File: config.mk
export PLATFORM = sky130hd
export DESIGN_NAME = ir_queue
export DESIGN_NICKNAME = d
export VERILOG_FILES = /design/src/rtl/ir_pkg.sv /design/src/rtl/ir_queue_mem.sv /design/src/rtl/ir_queue.sv
export SDC_FILE = /design/constraint.sdc
export NUM_CORES = 1
export LEC_CHECK = 0
export CAP_MARGIN = 15
export CORE_ASPECT_RATIO = 0.9
export CORE_MARGIN = 5
export CORE_UTILIZATION = 45
export CTS_BUF_LIST = sky130_fd_sc_hd__clkbuf_16
export DETAILED_ROUTE_END_ITERATION = 10
export GPL_TIMING_DRIVEN = 0
export PLACE_DENSITY = 0.71
export SLEW_MARGIN = 15
export SYNTH_ARGS = -nofsm -noshare
export SYNTH_HDL_FRONTEND = slang
export SYNTH_SLANG_ARGS = --single-unit
File: constraint.sdc
create_clock -name clk -period 2.2 [get_ports clk]
set_input_delay 0.44 -clock clk [delete_from_list [all_inputs] [get_ports clk]]
set_output_delay 0.44 -clock clk [all_outputs]
set_load 0.02 [all_outputs]
File: src/rtl/ir_pkg.sv
// Shared definitions for the instruction queue and its decoder: default field
// widths, the operand-width helper and the opcode encoding.
package ir_pkg;

  localparam int IR_INSTR_W  = 8;
  localparam int IR_OPCODE_W = 3;

  // Operand field is whatever remains below the opcode.
  function automatic int operand_w(input int instr_w, input int opcode_w);
    return instr_w - opcode_w;
  endfunction

  typedef enum logic [IR_OPCODE_W-1:0] {
    OP_NOP  = 3'd0,
    OP_LOAD = 3'd1,
    OP_STOR = 3'd2,
    OP_ADD  = 3'd3,
    OP_SUB  = 3'd4,
    OP_AND  = 3'd5,
    OP_JMP  = 3'd6,
    OP_BRZ  = 3'd7
  } ir_opcode_e;

endpackage

File: src/rtl/ir_queue_mem.sv
// DEPTH x INSTR_W register array for the instruction queue: one synchronous
// write port and one asynchronous read port.
module ir_queue_mem #(
  parameter int DEPTH   = 4,
  parameter int INSTR_W = 8,
  parameter int AW      = $clog2(DEPTH)
) (
  input  logic               clk,
  input  logic               i_we,
  input  logic [AW-1:0]      i_waddr,
  input  logic [INSTR_W-1:0] i_wdata,
  input  logic [AW-1:0]      i_raddr,
  output logic [INSTR_W-1:0] o_rdata
);

  logic [INSTR_W-1:0] r_mem [DEPTH];

  // NOTE: storage has no reset; validity is tracked by the pointers and count,
  // so unwritten entries are never presented at the outputs.
  always_ff @(posedge clk) begin
    if (i_we) r_mem[i_waddr] <= i_wdata;
  end

  assign o_rdata = r_mem[i_raddr];

endmodule

File: src/rtl/ir_queue.sv
// DEPTH-entry instruction FIFO between fetch and decode, head word split into
// opcode/operand. Define IR_QUEUE_BYPASS_EN to forward words through an empty queue.
module ir_queue
  import ir_pkg::*;
#(
  parameter int INSTR_W  = IR_INSTR_W,
  parameter int OPCODE_W = IR_OPCODE_W,
  parameter int DEPTH    = 4
) (
  input  logic                                        clk,
  input  logic                                        rst,
  input  logic                                        flush,
  input  logic                                        in_valid,
  output logic                                        in_ready,
  input  logic [INSTR_W-1:0]                          in_instr,
  output logic                                        out_valid,
  input  logic                                        out_ready,
  output logic [OPCODE_W-1:0]                         out_opcode,
  output logic [operand_w(INSTR_W, OPCODE_W)-1:0]     out_operand,
  output logic [$clog2(DEPTH+1)-1:0]                  count
);

  localparam int OPERAND_W = operand_w(INSTR_W, OPCODE_W);
  localparam int AW        = $clog2(DEPTH);
  localparam int CW        = $clog2(DEPTH+1);

  logic [AW-1:0]      r_wptr;
  logic [AW-1:0]      r_rptr;
  logic [CW-1:0]      r_count;

  logic               w_empty;
  logic               w_full;
  logic               w_push;
  logic               w_pop;
  logic               w_we;
  logic               w_head_valid;
  logic [INSTR_W-1:0] w_rdata;
  logic [INSTR_W-1:0] w_head;

  assign w_empty  = (r_count == '0);
  assign w_full   = (r_count == CW'(DEPTH));
  // Depends on registered count only, so fetch never sees out_ready combinationally.
  assign in_ready = !w_full;
  assign w_pop    = !w_empty && out_ready;

`ifdef IR_QUEUE_BYPASS_EN
  logic w_bypass_sel;

  assign w_bypass_sel = w_empty && !flush && in_valid;
  assign w_push       = in_valid && in_ready && !(w_bypass_sel && out_ready);

  // NOTE: every always_comb output gets a default first so no latch is inferred.
  always_comb begin
    w_head_valid = 1'b0;
    w_head       = '0;
    if (!w_empty) begin
      w_head_valid = 1'b1;
      w_head       = w_rdata;
    end else if (w_bypass_sel) begin
      w_head_valid = 1'b1;
      w_head       = in_instr;
    end
  end
`else
  assign w_push = in_valid && in_ready;

  // NOTE: every always_comb output gets a default first so no latch is inferred.
  always_comb begin
    w_head_valid = 1'b0;
    w_head       = '0;
    if (!w_empty) begin
      w_head_valid = 1'b1;
      w_head       = w_rdata;
    end
  end
`endif

  assign w_we = w_push && !flush && !rst;

  ir_queue_mem #(
    .DEPTH   (DEPTH),
    .INSTR_W (INSTR_W),
    .AW      (AW)
  ) u_mem (
    .clk     (clk),
    .i_we    (w_we),
    .i_waddr (r_wptr),
    .i_wdata (in_instr),
    .i_raddr (r_rptr),
    .o_rdata (w_rdata)
  );

  // NOTE: sequential state uses non-blocking assignments so every register
  // samples pre-edge values regardless of statement order.
  always_ff @(posedge clk) begin
    if (rst) begin
      r_wptr  <= '0;
      r_rptr  <= '0;
      r_count <= '0;
    end else if (flush) begin
      r_wptr  <= '0;
      r_rptr  <= '0;
      r_count <= '0;
    end else begin
      if (w_push) r_wptr <= r_wptr + AW'(1);
      if (w_pop)  r_rptr <= r_rptr + AW'(1);
      case ({w_push, w_pop})
        2'b10:   r_count <= r_count + CW'(1);
        2'b01:   r_count <= r_count - CW'(1);
        default: r_count <= r_count;
      endcase
    end
  end

  assign out_valid   = w_head_valid;
  assign out_opcode  = w_head[INSTR_W-1 -: OPCODE_W];
  assign out_operand = w_head[OPERAND_W-1:0];
  assign count       = r_count;

endmodule
# After elaboration in Yosys (flattened, before gate mapping)
# Memory sizes are Yosys's and may differ from the RTL's. A register that Yosys moved wholly into a read port is not among the register bits.
# Cells that the tools add are included.
dict set report op_classes {
  n_addsub 4
  eq_ne 3
  n_mux 7
  reduce_logical 11
}
# op n
set ops {}
lappend ops {{$mux 8} 1}
lappend ops {{$pmux 3 s2} 1}
lappend ops {{$add 2x1->2 const B} 2}
lappend ops {{$logic_and 1x1->1} 4}
lappend ops {{$logic_not 1->1} 4}
lappend ops {{$mux 2} 2}
lappend ops {{$add 3x1->3 const B} 1}
lappend ops {{$eq 3x3->1 const B} 1}
lappend ops {{$logic_not 3->1} 1}
lappend ops {{$mux 1} 3}
lappend ops {{$sub 3x1->3 const B} 1}
lappend ops {{$eq 2x1->1 const B} 1}
lappend ops {{$eq 2x2->1 const B} 1}
lappend ops {{$reduce_bool 2->1} 1}
lappend ops {{$reduce_or 2->1} 1}
dict set report word_totals {
  regBits 7
  ram_bits 32
  inputBits 13
  output_inout_bits 13
  mem_count 1
}
# name depth width rd rd_ports_with_merged_regs wr line
set memory_table {}
lappend memory_table {u_mem.r_mem 4 8 1 1 1 ir_queue_mem.sv:16} ;# logic [INSTR_W-1:0] r_mem [DEPTH];

# Logic depth before layout (Yosys ltp)
# Gate-level depths: netlist of the first run.
dict set report depth {
  ltp_word 7
  depth_mapped 10
}

# By module
# Synthesis of the first run repeated with hierarchy kept, for this count alone.
dict set report unflattened {
  hier_cells 100
  hier_area_um2 1607.8
}
# mod n_inst cells_each area_per_inst_um2 seq_area_each_um2
set modules_own_cells {}
lappend modules_own_cells {ir_queue_mem 1 46 1188.6 960.9}
lappend modules_own_cells {ir_queue 1 54 419.2 140.1}

# Least setup slack after synthesis of the first run
# OpenSTA, ideal clock, no wires.
dict set report synth_timing {
  path_type {reg2reg}
  from {register r_count[2], in the netlist count[2]}
  to {register r_count[2], in the netlist count[2]}
  setup_ns 0.070
  t_arrival_ns 2.502
  required_ns 2.130
  path_slack_ns -0.372
  stages_incl_launch_ff 11
  path_buffers 1
  synth_period_minus_slack_ns 2.572
  path_cell_list {dfxtp_1 > or3b_4 > and2_4 > buf_6 > inv_1 > ha_1 > inv_1 > fa_1 > xor2_1 > or3_2 > a21oi_1}
}
dict set report synth_via {
  elab_chain_len 5
}
# item line
set synth_lines {}
lappend synth_lines {{start, declared} ir_queue.sv:29} ;# logic [CW-1:0] r_count;
lappend synth_lines {{start signal, assigned} ir_queue.sv:108} ;# 2'b10: r_count <= r_count + CW'(1);
lappend synth_lines {{start signal, assigned} ir_queue.sv:109} ;# 2'b01: r_count <= r_count - CW'(1);
lappend synth_lines {{start signal, assigned} ir_queue.sv:110} ;# default: r_count <= r_count;
lappend synth_lines {{$eq 3x3->1 (*)} ir_queue.sv:41} ;# assign w_full = (r_count == CW'(DEPTH));
lappend synth_lines {{$logic_not 1->1 (*)} ir_queue.sv:43} ;# assign in_ready = !w_full;
lappend synth_lines {{via in_ready} ir_queue.sv:14} ;# output logic in_ready,
lappend synth_lines {{$logic_and 1x1->1 (*)} ir_queue.sv:65} ;# assign w_push = in_valid && in_ready;
lappend synth_lines {{$eq 2x1->1 or $eq 2x2->1 (tied branches)} ir_queue.sv:107} ;# case ({w_push, w_pop})
lappend synth_lines {{$pmux 3 s2 or $reduce_bool 2->1 (tied branches)} -}
# The timed path passes the listed nets; every way through them passes the cells marked *.
# A chain may end at the register's enable or synchronous reset.

# Worst setup path in the final report of the first run
dict set report layout_timing {
  from {register r_count[2], in the netlist count[2]}
  to {register r_count[2], in the netlist count[2]}
}
dict set report layout_via {
  elab_chain_len 5
}
# item line
set layout_lines {}
lappend layout_lines {{$eq 3x3->1 or $logic_not 3->1 (tied branches)} {ir_queue.sv:41, ir_queue.sv:40}}
lappend layout_lines {{$logic_not 1->1 (on tied branches)} -}
lappend layout_lines {{$logic_and 1x1->1 (on tied branches)} {ir_queue.sv:65, ir_queue.sv:44}}
lappend layout_lines {{$eq 2x1->1 or $eq 2x2->1 (tied branches)} ir_queue.sv:107}
lappend layout_lines {{$pmux 3 s2 or $reduce_bool 2->1 (tied branches)} -}
# Parallel ways exist; a longest one is shown, timed or not.

==> results_dict.tcl, run 1 <==
set metrics [dict create \
    slew_headroom_pct 70.26 \
    cap_violations 0 \
    hp-class "flip-flop to flip-flop" \
    setup_viol 1 \
    fin_nets 161 \
    overflow 0 \
    via_per_inst 5.164 \
    cts_made_buffers 5 \
    final_antenna_net_count 0 \
    drive_above_1_share_pct 30.07 \
    num_antenna_cells 0 \
    cp_data_required_time_ps 2400 \
    antenna_found_initial 0 \
    post-route-period-util_pct 100.5 \
    clockBufferDepth 2 \
    ios 26 \
    p_switching_uw 362.6 \
    dp_cells 178 \
    first_global_vias 1026 \
    swShare_pct 18.75 \
    failed_checks "negative setup slack" \
    ir_worst_vdd_v 0.0005884 \
    synth_top_area_share_pct 56.18 \
    syn_to_final_growth_pct 34.24 \
    cts_tree "done" \
    routabilityCongestion 0.7844 \
    synth.area.top_cells "edfxtp_1 56%, dfxtp_1 11%, mux4_2 11%, ha_1 3.7%, nor2b_1 3.3%" \
    clk_pin_slew_ps 60 \
    die-height_um 68.49 \
    die_w_um 74.99 \
    start_kind "flip-flop" \
    critPathMaxFanout 5 \
    cts.sinks 41 \
    synth_cell_types 27 \
    multiInputGateArea_um2 558.0 \
    remaining_drc_errors 0 \
    status "finished, violations left" \
    comb_power_share_pct 8.1 \
    wire_per_inst_um 17.14 \
    avgSynthCellArea_um2 15.98 \
    io_buffers 25 \
    hold_violations 0 \
    clkLatencyLatePin_ps 280 \
    stdcell_count 189 \
    clockRootBuffer "clkbuf_16" \
    dpl.hpwl_um 2080 \
    synth_top_cell_by_area "edfxtp_1" \
    maxSlewViolCount 0 \
    min_path_cells 2 \
    dp_slack_ps -298.7 \
    drtIter0Drc 59 \
    reg2regPathDepth 9 \
    core_area_um2 3705 \
    fin_setup_tns_ps -10.50 \
    arrival_ps 2410 \
    power_density_nw_per_um2 842.4 \
    grt_pass1_wl_um 5050 \
    tightest_slew_ps 446.2 \
    end_kind "flip-flop" \
    critical_path_class "flip-flop to flip-flop" \
    static-leakage-power_uw 0.0008028 \
    dieArea_um2 5135 \
    initial_utilization_pct 46.17 \
    clockPowerShare_pct 47.9 \
    grt_max_degree 14 \
    final-seq-area_um2 1150 \
    row_count 21 \
    fin_skew_ps 4.888 \
    yosys_warnings 0 \
    ys_ff_latch 41 \
    fmax_ghz 0.4524 \
    synth_area_um2 1710 \
    ctsHoldBuffers 0 \
    seqPwrFrac_pct 44.0 \
    drt_first_pass_iters 4 \
    rsz0062_at_grt "true" \
    finalWorstSetupSlack_ps -10.50 \
    p_int_uw 1571 \
    fillers 271 \
    num_vias 976 \
    period_needed_ps 2211 \
    routed_wl_um 3240 \
    htree_levels 2 \
    syn_nets 126 \
    track_usage_pct 14.17 \
    synth-seq-area-share_pct 66.72 \
    synth_cells 107 \
]
==> per-stage QoR <==
step           power (µW)  instance area, µm²  util (%)  hold slack, ps
2_1_floorplan       942.5                1740         -           456.7
3_3_place_gp         1006                2048     55.29           472.5
3_5_place_dp         1012                2048     55.29           496.4
4_1_cts              1932                2250     60.72           513.7
5_1_grt              1995                2296     61.97           539.3
6_report             1934                2296     61.97           507.4
==> what timing repair did <==
item	CTS	global route
setup buffers	0	5
pin swaps	0	5
resized for setup	15	11
setup endpoints to repair	10	9
==> final timing paths <==
path / from / to / slack, ps
setup / recovery: count[2]$_SDFFE_PP0P_ / count[2]$_SDFFE_PP0P_ / -10
hold / removal: r_wptr[0]$_SDFFE_PP0P_ / r_wptr[0]$_SDFFE_PP0P_ / 510
setup reg to reg: count[2]$_SDFFE_PP0P_ / count[2]$_SDFFE_PP0P_ / -10
hold reg to reg: r_wptr[0]$_SDFFE_PP0P_ / r_wptr[0]$_SDFFE_PP0P_ / 510
==> critical path, stage by stage, from the launching register on <==
cell     delay, ps
dfxtp_4        380
or3b_4         400
and2_4         180
inv_4           50
ha_4           130
inv_2           30
fa_2           340
xor2_2         160
or3_4          330
a21oi_2        140
==> cells in the final DEF (no fill, tap or decap), types with 2 or more instances in the layout <==
cell type and instances:
clkdlybuf4s50_1 17, dfxtp_4 2, ha_1 4, mux4_2 8
nor2_1 4, a21oi_1 2, clkbuf_16 5, clkdlybuf4s15_1 6
and3_2 3, dfxtp_1 6, bufinv_16 2, o21ai_0 4
buf_4 5, nand2_1 4, inv_1 5, nor2b_1 8
edfxtp_1 32
==> routing by layer <==
layer | track usage [%] | wire length, µm | up-vias
met5 | 0 | 0 | -
met4 | 5.556 | 27 | 0
met3 | 4.552 | 182 | 4
met2 | 24.46 | 1731 | 24
met1 | 16.30 | 1299 | 486
li1 | - | - | 462
==> cell usage after synthesis, drive strengths merged <==
cell / instances
and2: 1
or3: 2
mux2i: 1
or2: 1
ha: 5
fa: 1
nor3: 1
mux4: 8
edfxtp: 32
inv: 7
clkbuf: 2
xor2: 2
and3: 4
buf: 3
nor2: 4
o21ai: 4
nand4: 1
or4b: 1
o31ai: 1
dfxtp: 9
nand2: 4
nor2b: 9
a21oi: 3
or3b: 1
==> layout make-up <==
cell class	instances	area share [%]
Buffer	3	1.308
Clock buffer	5	5.450
Clock inverter	3	2.834
Inverter	7	1.253
Multi-Input combinational cell	54	24.31
Sequential cell	41	50.08
Tap cell	46	2.507
Timing Repair Buffer	30	12.26
==> kinds of logic (layout without fill, tap and decap cells) <==
group / Yosys count / in the layout / synth area share (%)
DFF: 41 / 41 / 66.72
and+or+nand+nor: 29 / 29 / 10.31
buffers and inverters: 12 / 48 / 3.219
muxes: 9 / 9 / 11.12
AOI/OAI and AO/OA: 8 / 8 / 2.779
adders and majority gates: 6 / 6 / 4.828
xor gates and xnor gates: 2 / 2 / 1.024
==> registers in the layout, indices dropped and copies added (netlist names), named ones only <==
name and flops:
count 3, r_rptr 2, r_wptr 2, u_mem.r_mem 32
==> power groups by stage <==
stage	clock [µW]	combinational (µW)	sequential, µW
floorplan	0	74.3	868
global placement	0	141	866
detailed placement	0	146	867
CTS	935	146	851
global route	974	169	852
finish	927	156	852
Power figures use the tool's default switching activity.
==> run 2, diff against run 1 <==
--- a/config.mk
+++ b/config.mk
@@ -8,11 +8,11 @@
 export CAP_MARGIN = 15
 export CORE_ASPECT_RATIO = 0.9
 export CORE_MARGIN = 5
-export CORE_UTILIZATION = 45
+export CORE_UTILIZATION = 47
 export CTS_BUF_LIST = sky130_fd_sc_hd__clkbuf_16
 export DETAILED_ROUTE_END_ITERATION = 10
 export GPL_TIMING_DRIVEN = 0
-export PLACE_DENSITY = 0.71
+export PLACE_DENSITY = 0.74
 export SLEW_MARGIN = 15
 export SYNTH_ARGS = -nofsm -noshare
 export SYNTH_HDL_FRONTEND = slang
==> constraint.sdc (replaced) <==
create_clock -name clk -period 2.2 [get_ports clk]
set_input_delay 0.22 -clock clk [delete_from_list [all_inputs] [get_ports clk]]
set_output_delay 0.22 -clock clk [all_outputs]
set_load 0.02 [all_outputs]
==> run 2 against run 1 <==
The flow now finishes without violations. Count of clock-buffer cells in the layout stayed put. Via count is 1.7% higher. First-iteration DRC count is 17% lower. Register-to-register slack better by 60 ps. Highest routed layer unchanged.
==> results_dict.tcl, run 2 (same netlist as run 1, synthesis figures left out) <==
set metrics [dict create \
    arrival_ps 2350 \
    dp_cells 176 \
    ctsHoldBuffers 0 \
    cts.sinks 41 \
    maxSlewViolCount 0 \
    clk_pin_slew_ps 50 \
    post-route-period-util_pct 97.66 \
    hp-class "flip-flop to flip-flop" \
    period_needed_ps 2148 \
    hold_slack_ps 515.9 \
    dp_slack_ps -105.2 \
    fmax_ghz 0.4655 \
    setup_viol 0 \
    die_w_um 73.59 \
    slowest_stage "or3b_4" \
    start_kind "flip-flop" \
    routabilityCongestion 0.7502 \
    track_usage_pct 15.18 \
    grt_pass1_wl_um 5209 \
    rsz0062_at_grt "true" \
    clockBufferDepth 2 \
    drtIter0Drc 49 \
    hold_violations 0 \
    wire_per_inst_um 16.98 \
    layout_commonest_cell "edfxtp_1" \
    overflow 0 \
    r2r_start "count[1]$_SDFFE_PP0P_" \
    fin_skew_ps 2.878 \
    core_area_um2 3453 \
    finalWorstSetupSlack_ps 51.54 \
    reg2regPathDepth 9 \
    clockRootBuffer "clkbuf_16" \
    syn_to_final_growth_pct 29.77 \
    num_antenna_cells 0 \
    power_density_nw_per_um2 748.9 \
    routed_wl_um 3175 \
    rrSetupSlack_ps 50 \
    drt_first_pass_iters 4 \
    rr_endpoint "count[2]$_SDFFE_PP0P_" \
    dieArea_um2 4947 \
    static-leakage-power_uw 0.0007994 \
    first_global_vias 1072 \
    critPathMaxFanout 4 \
    cap_violations 0 \
    status "complete, no violations" \
    initial_utilization_pct 49.53 \
    antenna_found_initial 0 \
    row_count 20 \
    critical_path_class "flip-flop to flip-flop" \
    io_buffers 25 \
    fin_nets 161 \
    via_per_inst 5.310 \
    ios 26 \
    dpl.hpwl_um 2223 \
    cts_tree "done" \
    final_antenna_net_count 0 \
    stdcell_count 187 \
    end_kind "flip-flop" \
    final_cell_mix "32 x edfxtp_1, 17 x clkdlybuf4s50_1, 9 x nor2b_1" \
    regMostFlops "u_mem.r_mem" \
    ir_worst_vdd_v 0.0005633 \
    htree_levels 2 \
    slew_headroom_pct 71.33 \
    clkLatencyLatePin_ps 280 \
    max_stage_delay_ps 400 \
    tightest_slew_ps 430.1 \
    die-height_um 67.23 \
    endpoint "count[2]$_SDFFE_PP0P_" \
    final_core_util_pct 64.28 \
    crit_path_start "count[1]$_SDFFE_PP0P_" \
    largest_reg_flops 32 \
    path_cells "or3b_4, and2_4, inv_4, ha_4, inv_2, fa_2, xor2_2, or3_4, a21oi_2" \
    drive_above_1_share_pct 27.97 \
    num_vias 993 \
    cts_made_buffers 5 \
    grt_max_degree 13 \
    cp_data_required_time_ps 2410 \
    remaining_drc_errors 0 \
]
[run 2: cell count changes in the layout (fill, tap and decap cells not counted)]
| cell | previous run | this run |
|---|---|---|
| dfxtp_2 | 1 | 0 |
| nor3_4 | 1 | 0 |
| nor3_2 | 0 | 1 |
| clkdlybuf4s15_1 | 6 | 0 |
| bufinv_16 | 2 | 0 |
| nor2b_2 | 1 | 0 |
| dfxtp_4 | 2 | 3 |
| clkinv_2 | 1 | 2 |
| dlygate4sd2_1 | 1 | 8 |
| inv_1 | 5 | 6 |
| clkbuf_8 | 1 | 0 |
| buf_4 | 5 | 6 |
| nor2b_1 | 8 | 9 |
| buf_6 | 1 | 0 |
[run 2: worst min-delay path by stage]
stage	start	end	slack [ps]	cells after the start
finish	r_rptr[0]$_SDFFE_PP0P_	flip-flop	520	2
global route	r_rptr[1]$_SDFFE_PP0P_	flip-flop	540	2
floorplan	in_instr[0]	u_mem.r_mem[0][0]$_DFFE_PP_	320	0
CTS	r_rptr[0]$_SDFFE_PP0P_	flip-flop	510	2
global placement	r_rptr[1]$_SDFFE_PP0P_	flip-flop	470	2
detailed placement	r_rptr[0]$_SDFFE_PP0P_	flip-flop	500	2
[run 2: per-layer routing]
metal | part of all wire (%) | track usage [%]
met5 | 0 | 0
met3 | 3.8 | 4.315
met2 | 54 | 27.54
met4 | 2.2 | 8.371
met1 | 40 | 15.66
[run 2: power breakdown]
group          total (µW)  internal, µW  leakage, µW  switching [µW]
Combinational         142          69.6     0.000360            72.0
Clock                 670           411    0.0000748             260
Sequential            850           844     0.000364            6.41
Total                1660          1320     0.000799             338
[run 2: critical path: cells and delay by family, from the launching register on]
kind | cells | cell delay [ps]
xor+xnor | 1 | 160
compound gates | 1 | 120
buf+inv | 2 | 80
simple gates | 3 | 890
fa+ha+maj | 2 | 470
flops | 1 | 360
[run 2: layout make-up]
cell class	count	area [µm²]
fillers	256	1234
flip-flops and latches	41	1152
multi-input cells	54	549.3
repair buffers	30	277.8
clock buffers	5	125.1
well taps	44	55.05
inverters	7	28.78
plain buffers	3	17.52
clock inverters	3	13.76
[run 2: what timing repair did]
item,in CTS,in global routing
buffers inserted,4,1
pin swaps,3,0
gates resized for setup,13,1
endpoints found under the setup margin,10,2
[run 2: through the flow]
step / total power, µW / area (µm²) / setup TNS, ps
after detailed placement: 1013 / 2046 / -105.2
after global routing: 1721 / 2220 / -15.90
after floorplan: 942.5 / 1740 / -91.57
after CTS: 1674 / 2207 / 0
after global placement: 1006 / 2046 / -46.27
final: 1662 / 2220 / 0
==> run 3, diff against run 2 <==
--- a/config.mk
+++ b/config.mk
@@ -8,11 +8,11 @@
 export CAP_MARGIN = 15
 export CORE_ASPECT_RATIO = 0.9
 export CORE_MARGIN = 5
-export CORE_UTILIZATION = 47
-export CTS_BUF_LIST = sky130_fd_sc_hd__clkbuf_16
+export CORE_UTILIZATION = 50
+export CTS_BUF_LIST = sky130_fd_sc_hd__clkbuf_8
 export DETAILED_ROUTE_END_ITERATION = 10
 export GPL_TIMING_DRIVEN = 0
-export PLACE_DENSITY = 0.74
+export PLACE_DENSITY = 0.78
 export SLEW_MARGIN = 15
 export SYNTH_ARGS = -nofsm -noshare
 export SYNTH_HDL_FRONTEND = slang
==> run 3 against run 2 <==
Critical path depth unchanged. Count of clock-buffer cells in the layout is the same. Combinational power rose by 6%. Sequential power hardly changed. Setup slack got worse by 44 ps. Fmax is 2.0% lower. Hold slack worse by 11 ps. Core utilization is 2.6 points higher. Non-clock buffer count up 5. Cell area grew 0.23%. Critical endpoint unchanged. Highest routed layer unchanged.
==> results_dict.tcl, run 3 (same netlist as run 1, synthesis figures left out) <==
set metrics [dict create \
    start_kind "flip-flop" \
    finalWorstSetupSlack_ps 7.845 \
    htree_levels 2 \
    dp_slack_ps -98.24 \
    clk_pin_slew_ps 80 \
    cts.sinks 41 \
    clkLatencyLatePin_ps 290 \
    die_w_um 71.65 \
    num_vias 996 \
    power_density_nw_per_um2 706.8 \
    fmax_ghz 0.4562 \
    grt_pass1_wl_um 5375 \
    slew_headroom_pct 69.81 \
    layout_commonest_cell "edfxtp_1" \
    row_count 20 \
    post-route-period-util_pct 99.64 \
    largest_reg_flops 32 \
    ir_worst_vdd_v 0.0003928 \
    track_usage_pct 15.67 \
    clockRootBuffer "clkbuf_8" \
    regMostFlops "u_mem.r_mem" \
    critical_path_class "flip-flop to flip-flop" \
    overflow 0 \
    fin_area_um2 2225 \
    first_global_vias 1073 \
    fin_nets 166 \
    initial_utilization_pct 51.39 \
    hp-class "flip-flop to flip-flop" \
    period_needed_ps 2192 \
    fin_skew_ps 5.563 \
    stdcell_count 192 \
    tightest_slew_ps 451.2 \
    hold_slack_ps 504.8 \
    cp_data_required_time_ps 2420 \
    final-seq-area_um2 1150 \
    rrSetupSlack_ps 8 \
    final_cell_mix "32 x edfxtp_1, 17 x clkdlybuf4s50_1, 12 x buf_4" \
    num_antenna_cells 0 \
    ios 26 \
    multiInputGateArea_um2 549.3 \
    via_per_inst 5.188 \
    io_buffers 25 \
    syn_to_final_growth_pct 30.07 \
    dieArea_um2 4692 \
    path_cells "or3b_4, and2_4, inv_4, ha_4, inv_2, fa_2, xor2_2, or3_4, a21oi_2" \
    wire_per_inst_um 16.60 \
    dp_cells 176 \
    routed_wl_um 3188 \
    status "complete, no violations" \
    slowest_stage "or3b_4" \
    arrival_ps 2420 \
    grt_max_degree 13 \
    final_antenna_net_count 0 \
    remaining_drc_errors 0 \
    dpl.hpwl_um 2053 \
    static-leakage-power_uw 0.0008058 \
    drtIter0Drc 45 \
    dpl_cell_area_um2 2046 \
    rsz0062_at_grt "true" \
    end_kind "flip-flop" \
    cap_violations 0 \
    setup_viol 0 \
    core_area_um2 3328 \
    max_stage_delay_ps 380 \
    drive_above_1_share_pct 29.73 \
    drt_first_pass_iters 4 \
    cts_made_buffers 5 \
    fillers 221 \
    critPathMaxFanout 4 \
    routabilityCongestion 0.6780 \
    power.total_uw 1572 \
    cts_tree "done" \
    maxSlewViolCount 0 \
    antenna_found_initial 0 \
    die-height_um 65.49 \
    hold_violations 0 \
    clockBufferDepth 2 \
]
==> run 3: changes by cell type in the layout (fill, tap and decap cells not counted), sizes merged <==
cell	previous run	this run
clkbuf	6	5
buf	7	13
bufinv	0	1
clkinv	2	1
==> run 3: where the power goes <==
part           internal [µW]  switching [µW]  total [µW]
Combinational           75.0            76.2         151
Clock                    330             243         573
Sequential               843            4.72         848
==> run 3: metal layers <==
layer / wire length (µm) / GRT usage [%] / vias up
li1: - / - / 472
met5: 0 / 0 / -
met4: 40 / 6.103 / 0
met1: 1327 / 18.46 / 489
met3: 146 / 4.128 / 5
met2: 1674 / 27.29 / 30
==> run 3: area by class of cell <==
type / instances / share of cell area (%)
plain buffers: 3 / 0.8999
clock buffers: 5 / 3.093
clock inverters: 3 / 1.687
inverters: 7 / 1.294
multi-input cells: 54 / 24.69
flip-flops and latches: 41 / 51.69
well taps: 44 / 2.475
repair buffers: 35 / 14.17
==> run 3: path summary, 6_finish.rpt <==
check,cells after the start,endpoint,start
hold / removal,2,flip-flop,r_rptr[1]$_SDFFE_PP0P_
hold reg to reg,2,flip-flop,r_rptr[1]$_SDFFE_PP0P_
setup reg to reg,9,count[2]$_SDFFE_PP0P_,count[2]$_SDFFE_PP0P_
setup / recovery,9,count[2]$_SDFFE_PP0P_,count[2]$_SDFFE_PP0P_
==> run 3: timing repair <==
item	CTS	global route
pin swaps	3	3
setup endpoints to repair	10	2
hold buffers	0	0
setup buffers	7	3
resized for setup	13	2
endpoints found under the hold margin	0	0
==> run 3: critical path: cells and delay by family (launching register included) <==
kind / cells / cell delay [ps]
AND/OR/NAND/NOR: 3 / 880
adder cells (fa/ha/maj): 2 / 490
flip-flops: 1 / 350
XOR/XNOR: 1 / 180
AO/OA/AOI/OAI: 1 / 120
buffers and inverters: 2 / 90
==> run 3: per-stage QoR <==
stage,TNS [ps],util (%)
3_5_place_dp,-98.24,61.47
3_3_place_gp,-44.88,61.47
5_1_grt,-67.85,66.84
2_1_floorplan,-91.57,-
6_report,0,66.84
4_1_cts,0,66.28
